`config.mk`:
```
export PLATFORM = sky130hd
export DESIGN_NAME = eth_pcs_tx_seq
export DESIGN_NICKNAME = d
export VERILOG_FILES = /design/src/rtl/eth_pcs_tx_seq.sv
export SDC_FILE = /design/constraint.sdc
export NUM_CORES = 1
export LEC_CHECK = 0
export CORE_MARGIN = 4
export CORE_UTILIZATION = 51
export CTS_BUF_LIST = sky130_fd_sc_hd__clkbuf_8
export DETAILED_ROUTE_END_ITERATION = 7
export GPL_TIMING_DRIVEN = 0
export HOLD_SLACK_MARGIN = 0.06
export PLACE_DENSITY = 0.77
export SYNTH_ARGS = -nofsm -noshare
export SYNTH_HDL_FRONTEND = slang
export SYNTH_SLANG_ARGS = --single-unit
```
`constraint.sdc`:
```
create_clock -name i_clk -period 2 [get_ports i_clk]
set_input_delay 0.3 -clock i_clk [delete_from_list [all_inputs] [get_ports i_clk]]
set_output_delay 0.3 -clock i_clk [all_outputs]
set_load 0.02 [all_outputs]
```
`src/rtl/eth_pcs_tx_seq.sv`:
```
// eth_pcs_tx_seq: 10GBASE-R PCS TX sequencer (clock enable, gearbox pause, init idles).
// Optional block/pause statistics outputs when ETH_PCS_TX_SEQ_STATS_EN is defined.
module eth_pcs_tx_seq #(
    parameter int N_TRANS_PER_BLK = 2,
    parameter int W_TRANS_PER_BLK = 1,
    parameter int BLKS_PER_SEQ    = 32,
    parameter int PAUSE_CYCLES    = 2,
    parameter int INIT_BLKS       = 16,
    parameter int W_SEQ_CNT       = $clog2(BLKS_PER_SEQ)
) (
    input  logic                       i_clk,
    input  logic                       i_reset_n,
    input  logic                       i_enable,
    output logic                       o_clk_en,
    output logic [W_TRANS_PER_BLK-1:0] o_trans_cnt,
    output logic                       o_blk_start,
    output logic                       o_mac_ready,
    output logic                       o_force_idle,
    output logic [W_SEQ_CNT-1:0]       o_seq_cnt,
`ifdef ETH_PCS_TX_SEQ_STATS_EN
    output logic                       o_running,
    output logic [31:0]                o_blk_total,
    output logic [15:0]                o_pause_total
`else
    output logic                       o_running
`endif
);

    localparam int W_INIT  = $clog2(INIT_BLKS + 1);
    localparam int W_PAUSE = $clog2(PAUSE_CYCLES + 1);

    localparam logic [W_TRANS_PER_BLK-1:0] TRANS_LAST =
        W_TRANS_PER_BLK'(N_TRANS_PER_BLK - 1);
    localparam logic [W_SEQ_CNT-1:0] SEQ_LAST =
        W_SEQ_CNT'(BLKS_PER_SEQ - 1);
    localparam logic [W_INIT-1:0] INIT_LAST =
        W_INIT'(INIT_BLKS - 1);
    localparam logic [W_PAUSE-1:0] PAUSE_LAST =
        W_PAUSE'(PAUSE_CYCLES - 1);

    typedef enum logic [1:0] {IDLE, INIT, RUN, PAUSE} state_t;

    state_t                     state, state_d;
    state_t                     ret_state, ret_d;
    logic [W_INIT-1:0]          init_cnt, init_d;
    logic [W_PAUSE-1:0]         pause_cnt, pause_d;
    logic [W_TRANS_PER_BLK-1:0] trans_d;
    logic [W_SEQ_CNT-1:0]       seq_d;
    logic                       clk_en_d;
    logic                       blk_start_d;
    logic                       mac_ready_d;
    logic                       force_idle_d;
    logic                       running_d;
    logic                       boundary;

    assign boundary = o_clk_en && (o_trans_cnt == TRANS_LAST);

    // State, counters and registered outputs
    always_ff @(posedge i_clk or negedge i_reset_n) begin
        if (!i_reset_n) begin
            state        <= IDLE;
            ret_state    <= INIT;
            init_cnt     <= '0;
            pause_cnt    <= '0;
            o_clk_en     <= 1'b0;
            o_trans_cnt  <= '0;
            o_seq_cnt    <= '0;
            o_blk_start  <= 1'b0;
            o_mac_ready  <= 1'b0;
            o_force_idle <= 1'b1;
            o_running    <= 1'b0;
        end else begin
            state        <= state_d;
            ret_state    <= ret_d;
            init_cnt     <= init_d;
            pause_cnt    <= pause_d;
            o_clk_en     <= clk_en_d;
            o_trans_cnt  <= trans_d;
            o_seq_cnt    <= seq_d;
            o_blk_start  <= blk_start_d;
            o_mac_ready  <= mac_ready_d;
            o_force_idle <= force_idle_d;
            o_running    <= running_d;
        end
    end

    // Next state plus counter updates; disable at a boundary beats the pause
    always_comb begin
        state_d = state;
        ret_d   = ret_state;
        init_d  = init_cnt;
        pause_d = pause_cnt;
        trans_d = '0;
        seq_d   = '0;
        unique case (state)
            IDLE: begin
                init_d = '0;
                if (i_enable) state_d = INIT;
            end
            INIT, RUN: begin
                trans_d = boundary ? '0 : o_trans_cnt + 1'b1;
                seq_d   = o_seq_cnt;
                if (boundary) begin
                    seq_d = (o_seq_cnt == SEQ_LAST) ? '0 : o_seq_cnt + 1'b1;
                    if (!i_enable) begin
                        state_d = IDLE;
                        seq_d   = '0;
                        init_d  = '0;
                    end else begin
                        ret_d = state;
                        if (state == INIT) begin
                            init_d = init_cnt + 1'b1;
                            if (init_cnt == INIT_LAST) begin
                                state_d = RUN;
                                ret_d   = RUN;
                            end
                        end
                        if (o_seq_cnt == SEQ_LAST) begin
                            state_d = PAUSE;
                            pause_d = '0;
                        end
                    end
                end
            end
            PAUSE: begin
                if (!i_enable) begin
                    state_d = IDLE;
                end else if (pause_cnt == PAUSE_LAST) begin
                    state_d = ret_state;
                end else begin
                    pause_d = pause_cnt + 1'b1;
                end
            end
        endcase
    end

    // Output values for the upcoming state
    always_comb begin
        clk_en_d     = (state_d == INIT) || (state_d == RUN);
        mac_ready_d  = (state_d == RUN);
        running_d    = (state_d == RUN);
        force_idle_d = !((state_d == RUN) ||
                         ((state_d == PAUSE) && (ret_d == RUN)));
        blk_start_d  = clk_en_d && (trans_d == '0);
    end

`ifdef ETH_PCS_TX_SEQ_STATS_EN
    // RUN block count (saturating) and pause entry count (wrapping)
    always_ff @(posedge i_clk or negedge i_reset_n) begin
        if (!i_reset_n) begin
            o_blk_total   <= '0;
            o_pause_total <= '0;
        end else begin
            if ((state == RUN) && boundary && (o_blk_total != 32'hFFFF_FFFF))
                o_blk_total <= o_blk_total + 32'd1;
            if ((state_d == PAUSE) && (state != PAUSE))
                o_pause_total <= o_pause_total + 16'd1;
        end
    end
`endif

endmodule

```
=== Yosys cells after proc, flatten, opt, wreduce, memory -nomap -nowiden ===
Cells that the tools add are included.

* Flip-flop bits (word level): 21
* Output and inout bits: 11
* Word-level logic and storage cells: 71

* Bitwise gates (word level): 1
* Reduce and logical (&&, ||, !) cells: 12
* $add $sub $neg: 4
* Eq/ne operators: 16
* Multiplexer cells: 28

{| class="wikitable"
|+ Operators with widths
! cell !! count
|-
| $mux W5 || 7
|-
| $mux W2 || 16
|-
| $add A5 B1 Y5 const B || 2
|-
| $eq A2 B2 Y1 const B || 5
|-
| $ne A2 B2 Y1 const B || 5
|-
| $pmux W5 S2 || 1
|-
| $eq A2 B1 Y1 const B || 3
|-
| $pmux W2 S3 || 1
|-
| $reduce_and A6 Y1 || 1
|-
| $eq A5 B4 Y1 const B || 1
|-
| $eq A5 B5 Y1 const B || 1
|-
| $pmux W2 S2 || 1
|-
| $reduce_bool A2 Y1 || 2
|-
| $logic_and A1 B1 Y1 || 3
|-
| $ne A3 B3 Y1 const B || 1
|-
| $reduce_and A3 Y1 || 1
|-
| $add A2 B1 Y2 const B || 1
|-
| $logic_not A2 Y1 || 1
|-
| $logic_or A1 B1 Y1 || 2
|-
| $mux W1 || 2
|-
| $reduce_or A2 Y1 || 1
|-
| $add A1 B1 Y1 const B || 1
|-
| $logic_not A1 Y1 || 1
|-
| $not A1 Y1 || 1
|}

=== Depth between registers and ports, before layout ===
* Depth after elaboration: 11
* Gate-level depth with buffers: 9
* Depth with buffers taken out: 9

=== Least setup slack after synthesis ===
OpenSTA, ideal clock, no wires.

* Kind: register -> register
* Start point: register o_seq_cnt[0]
* End point: register o_force_idle
* Slack: -0.071 ns
* Arrival time: 1.988 ns
* Library setup time: 0.083 ns
* Data required time: 1.917 ns
* Clock period less this slack: 2.071 ns
* Stages on the path, launching flop included: 9
* Cells stage by stage: dfrtp_1 -> ha_1 -> and3_1 -> ha_1 -> o21ai_0 -> nand3_1 -> a22o_1 -> ha_1 -> a41oi_1

* Cells in the longest elaborated chain, start to end: 9
* Elaborated cells between the ends (all ways): 10

{| class="wikitable"
|+ RTL lines
! what !! line !! text
|-
| from (decl) || 19 || <nowiki>output logic [W_SEQ_CNT-1:0] o_seq_cnt,</nowiki>
|-
| from (signal assigned) || 79 || <nowiki>o_seq_cnt <= seq_d;</nowiki>
|-
| $eq A5 B5 Y1 (*) || 118 || <nowiki>if (o_seq_cnt == SEQ_LAST) begin</nowiki>
|-
| $mux W2 (*) || 118 ||
|-
| $mux W2 (*) || 105 || <nowiki>if (!i_enable) begin</nowiki>
|-
| $mux W2 (*) || 103 || <nowiki>if (boundary) begin</nowiki>
|-
| $pmux W2 S3 (*) || 95 || <nowiki>unique case (state)</nowiki>
|-
| net state_d[0] || 43 || <nowiki>state_t state, state_d;</nowiki>
|-
| $eq A2 B2 Y1 || 143 || <nowiki>((state_d == PAUSE) && (ret_d == RUN)));</nowiki>
|-
| $logic_and A1 B1 Y1 || 143 ||
|-
| $logic_or A1 B1 Y1 (*) || 142 || <nowiki>force_idle_d = !((state_d == RUN) ||</nowiki>
|-
| $logic_not A1 Y1 (*) || 142 ||
|-
| net force_idle_d || 52 || <nowiki>logic force_idle_d;</nowiki>
|-
| to (signal assigned) || 82 || <nowiki>o_force_idle <= force_idle_d;</nowiki>
|-
| to (decl) || 18 || <nowiki>output logic o_force_idle,</nowiki>
|}

The timed path passes the listed nets; every way through them passes the cells marked *.
A chain may end at the register's enable or synchronous reset.

=== Worst setup path after layout ===
* Start point: register state[1]
* End point: register init_cnt[3]

* Cells in the longest elaborated chain, start to end: 4
* Elaborated cells between the ends (all ways): 9

{| class="wikitable"
|+ RTL lines
! what !! line !! text
|-
| from (decl) || 43 ||
|-
| from (signal assigned) || 73 || <nowiki>state <= state_d;</nowiki>
|-
| $eq A2 B1 Y1 / $eq A2 B2 Y1 (equally long branches) || 95, 111 ||
|-
| $reduce_or A2 Y1 || 95 ||
|-
| $ne A3 B3 Y1 (no line), or another cell as far along || - ||
|-
| $reduce_and A3 Y1 (no line) || - ||
|-
| to (signal assigned) || 75 || <nowiki>init_cnt <= init_d;</nowiki>
|-
| to (decl) || 45 || <nowiki>logic [W_INIT-1:0] init_cnt, init_d;</nowiki>
|}

Several ways; a longest one is shown, not always the timed one.

==> flow_summary_export.csv <==
group,metric,value,unit
sta,timing.final.crit_share,0.9899,
drt,drt_pass1_iterations,4,
synthesis,synth_enable_flop_cells,0,
drt,antenna_left,0,
cells_and_area,drive_above_1_share,0.3431,
setup_path,cp.arrival,2170,ps
run_status,outcome,"completed",
floorplanning,start_util,0.5576,
floorplanning,dieArea,3053,sq um
clock_tree,clock_sinks,21,
drt,drc,0,
sta,final_hold_viol_count,0,
setup_path,reg2reg_setup_slack,20,ps
synthesis,ys_seq_area_frac,0.4637,
drt,num_vias,970,
cells_and_area,multi_input_area,693.2,sq um
synthesis,postSynth.asyncResetShare,1.000,
sta,relSlewSlack,0.4025,
drt,drt_iter0_drc,24,
worst_hold_path,hold_path.class,"flop to flop",
synthesis,synth.most_common_cell,"dfrtp_1",
floorplanning,ios,14,
synthesis,yosysWarnings,0,
floorplanning,rows,16,
drt,wl_per_cell,16.62,microns
sta,worst_pin_slew,893.5,ps
pwr,power.leakage,0.6725,nW
synthesis,synth-seq-cells,21,
floorplanning,die_w,55.25,microns
clock_tree,cts.htree.levels,1,
global_route,grt_overflow,0,
synthesis,syn_avg_cell_area,10.17,sq um
cells_and_area,nets,152,
cells_and_area,seqCellArea,530.5,sq um
synthesis,yosysTopAreaCell,"dfrtp_1",
sta,clock_skew,3.642,ps
synthesis,synth_ff_type,"dfrtp_1",
floorplanning,core_area,2042,sq um
synthesis,netlist_instances,112,
place,gp_congestion,0.7736,
setup_path,critPathRequiredTime,2190,ps
clock_tree,clock_latency,260,ps
global_route,grt_pass1_wl,4015,microns
place,io_buffers,13,
setup_path,crit_path_start_kind,"flop",
clock_tree,cts_tree,"done",
flow_run,drv_cap,0,
cells_and_area,n_antenna_cell,0,
cells_and_area,utilization,0.7555,
clock_tree,hold_buffers,0,
clock_tree,clk_pin_slew,70,ps
pwr,power.total,1.775,mW
synthesis,syn-num-nets,126,
sta,finalMaxSlewViolations,0,
place,post-dp-hpwl,1582,microns
pwr,ir_drop,0.0008455,V
global_route,grt_util_all_layers,0.1621,
setup_path,worstPathMaxFanout,10,
drt,wl,2726,microns
synthesis,synth_top_area_frac,0.4176,
clock_tree,cts_root_buf,"clkbuf_8",
drt,via_per_inst,5.915,
setup_path,end_kind,"flop",
sta,fmax,0.5051,GHz
setup_path,crit_type,"flop to flop",
synthesis,netlist_area,1139,sq um
sta,rsz0062_at_grt,"yes",
synthesis,yosysUniqueCellTypes,34,
worst_hold_path,holdPathStages,1,
global_route,first_global_vias,938,
synthesis,synth_common_cells,"dfrtp_1, o21ai_0, ha_1",
clock_tree,numCtsBuffers,3,
sta,setup-violations-final,0,
cells_and_area,fillers,146,
floorplanning,fp.dieH,55.25,microns
global_route,grt_max_degree,22,
sta,fin_crit,1980,ps
cells_and_area,area_delta_synth_final,35.49,%
setup_path,worst-r2r-cell-count,7,
global_route,antenna_found_initial,0,
synthesis,synth_area_leaders,"dfrtp_1, ha_1, o21ai_0",
clock_tree,cts_buffer_depth,2,
pwr,p_per_area,1150,nW/um^2
timing repair:
action                                  in CTS  in global routing
endpoints found under the hold margin        0                  0
setup buffers                                4                  4
pin swaps                                    1                  3
resized for setup                           10                 23
endpoints found under the setup margin       6                  6
critical path, cell delays in order (launching register included):
cell and delay (ps):
dfrtp_1 400, inv_2 100, ha_4 210, buf_6 140, and3b_1 180, or3_4 360, or3_1 380, a21oi_2 140
layer usage:
metal  GRT usage  part of all wire  vias to the layer above
li1            -                 -                      454
met1      0.1935              0.43                      480
met2      0.2770              0.51                       30
met3     0.04429             0.048                        6
met4     0.05903             0.015                        0
met5           0                 0                        -
through the flow:
stage / std cells / instance area, sq um / hold slack [ps] / TNS (ps) / setup WS (ps)
global placement: 152 / 1305 / 477.3 / -1617 / -440.6
floorplan: 112 / 1141 / 4.409 / 0 / 15.04
CTS: 160 / 1413 / 499.3 / 0 / 8.194
global route: 164 / 1543 / 553.4 / -101.4 / -38.29
detailed placement: 152 / 1305 / 488.7 / -1735 / -446.0
finish: 164 / 1543 / 514.2 / 0 / 20.15
sequential cells by signal, indices dropped and copies added (netlist names):
| register | count |
|---|---|
| o_blk_start | 1 |
| state | 2 |
| o_running | 1 |
| o_seq_cnt | 5 |
| pause_cnt | 2 |
| o_clk_en | 1 |
| o_trans_cnt | 1 |
| ret_state | 2 |
| o_force_idle | 1 |
| init_cnt | 5 |
cell usage in the layout, fill, tap and decap left out, drive strengths merged, types with 4 or more instances in the layout:
| cell type | Yosys | routed |
|---|---|---|
| nand3 | 7 | 7 |
| o21ai | 12 | 12 |
| dfrtp | 19 | 19 |
| clkbuf | 1 | 4 |
| and3 | 4 | 4 |
| a21oi | 6 | 6 |
| buf | 2 | 10 |
| nand2 | 10 | 10 |
| clkdlybuf4s50 | 0 | 13 |
| ha | 11 | 11 |
| inv | 7 | 8 |
final timing paths:
kind / from / endpoint
max: state[1]$_DFF_PN0_ / init_cnt[3]$_DFFE_PN0P_
min: o_seq_cnt[3]$_DFFE_PN0N_ / o_seq_cnt[3]$_DFFE_PN0N_
max reg2reg: state[1]$_DFF_PN0_ / init_cnt[3]$_DFFE_PN0P_
min reg2reg: o_seq_cnt[3]$_DFFE_PN0N_ / o_seq_cnt[3]$_DFFE_PN0N_
max in group asynchronous: i_reset_n / o_seq_cnt[0]$_DFFE_PN0N_
min in group asynchronous: i_reset_n / o_seq_cnt[4]$_DFFE_PN0N_
layout make-up:
cell class / count / share of cell area
Clock buffer: 3 / 0.02676
Clock inverter: 1 / 0.002433
Timing Repair Buffer: 21 / 0.1233
Multi-Input combinational cell: 81 / 0.4493
Tap cell: 27 / 0.02190
Buffer: 3 / 0.01541
Sequential cell: 21 / 0.3439
Inverter: 7 / 0.01703
cell families after synthesis:
family,Yosys count,synth area share
AOI/OAI and AO/OA,29,0.1616
and+or+nand+nor,38,0.1835
adders and majority gates,11,0.1209
muxes,3,0.02747
buffers and inverters,10,0.04286
DFF,21,0.4637
report_power, final:
group / internal (mW) / switching, mW / leakage (nW)
Combinational: 0.413 / 0.482 / 0.379
Clock: 0.137 / 0.133 / 0.0269
Sequential: 0.518 / 0.0923 / 0.267
No activity file was read; power rests on OpenSTA's default activity.
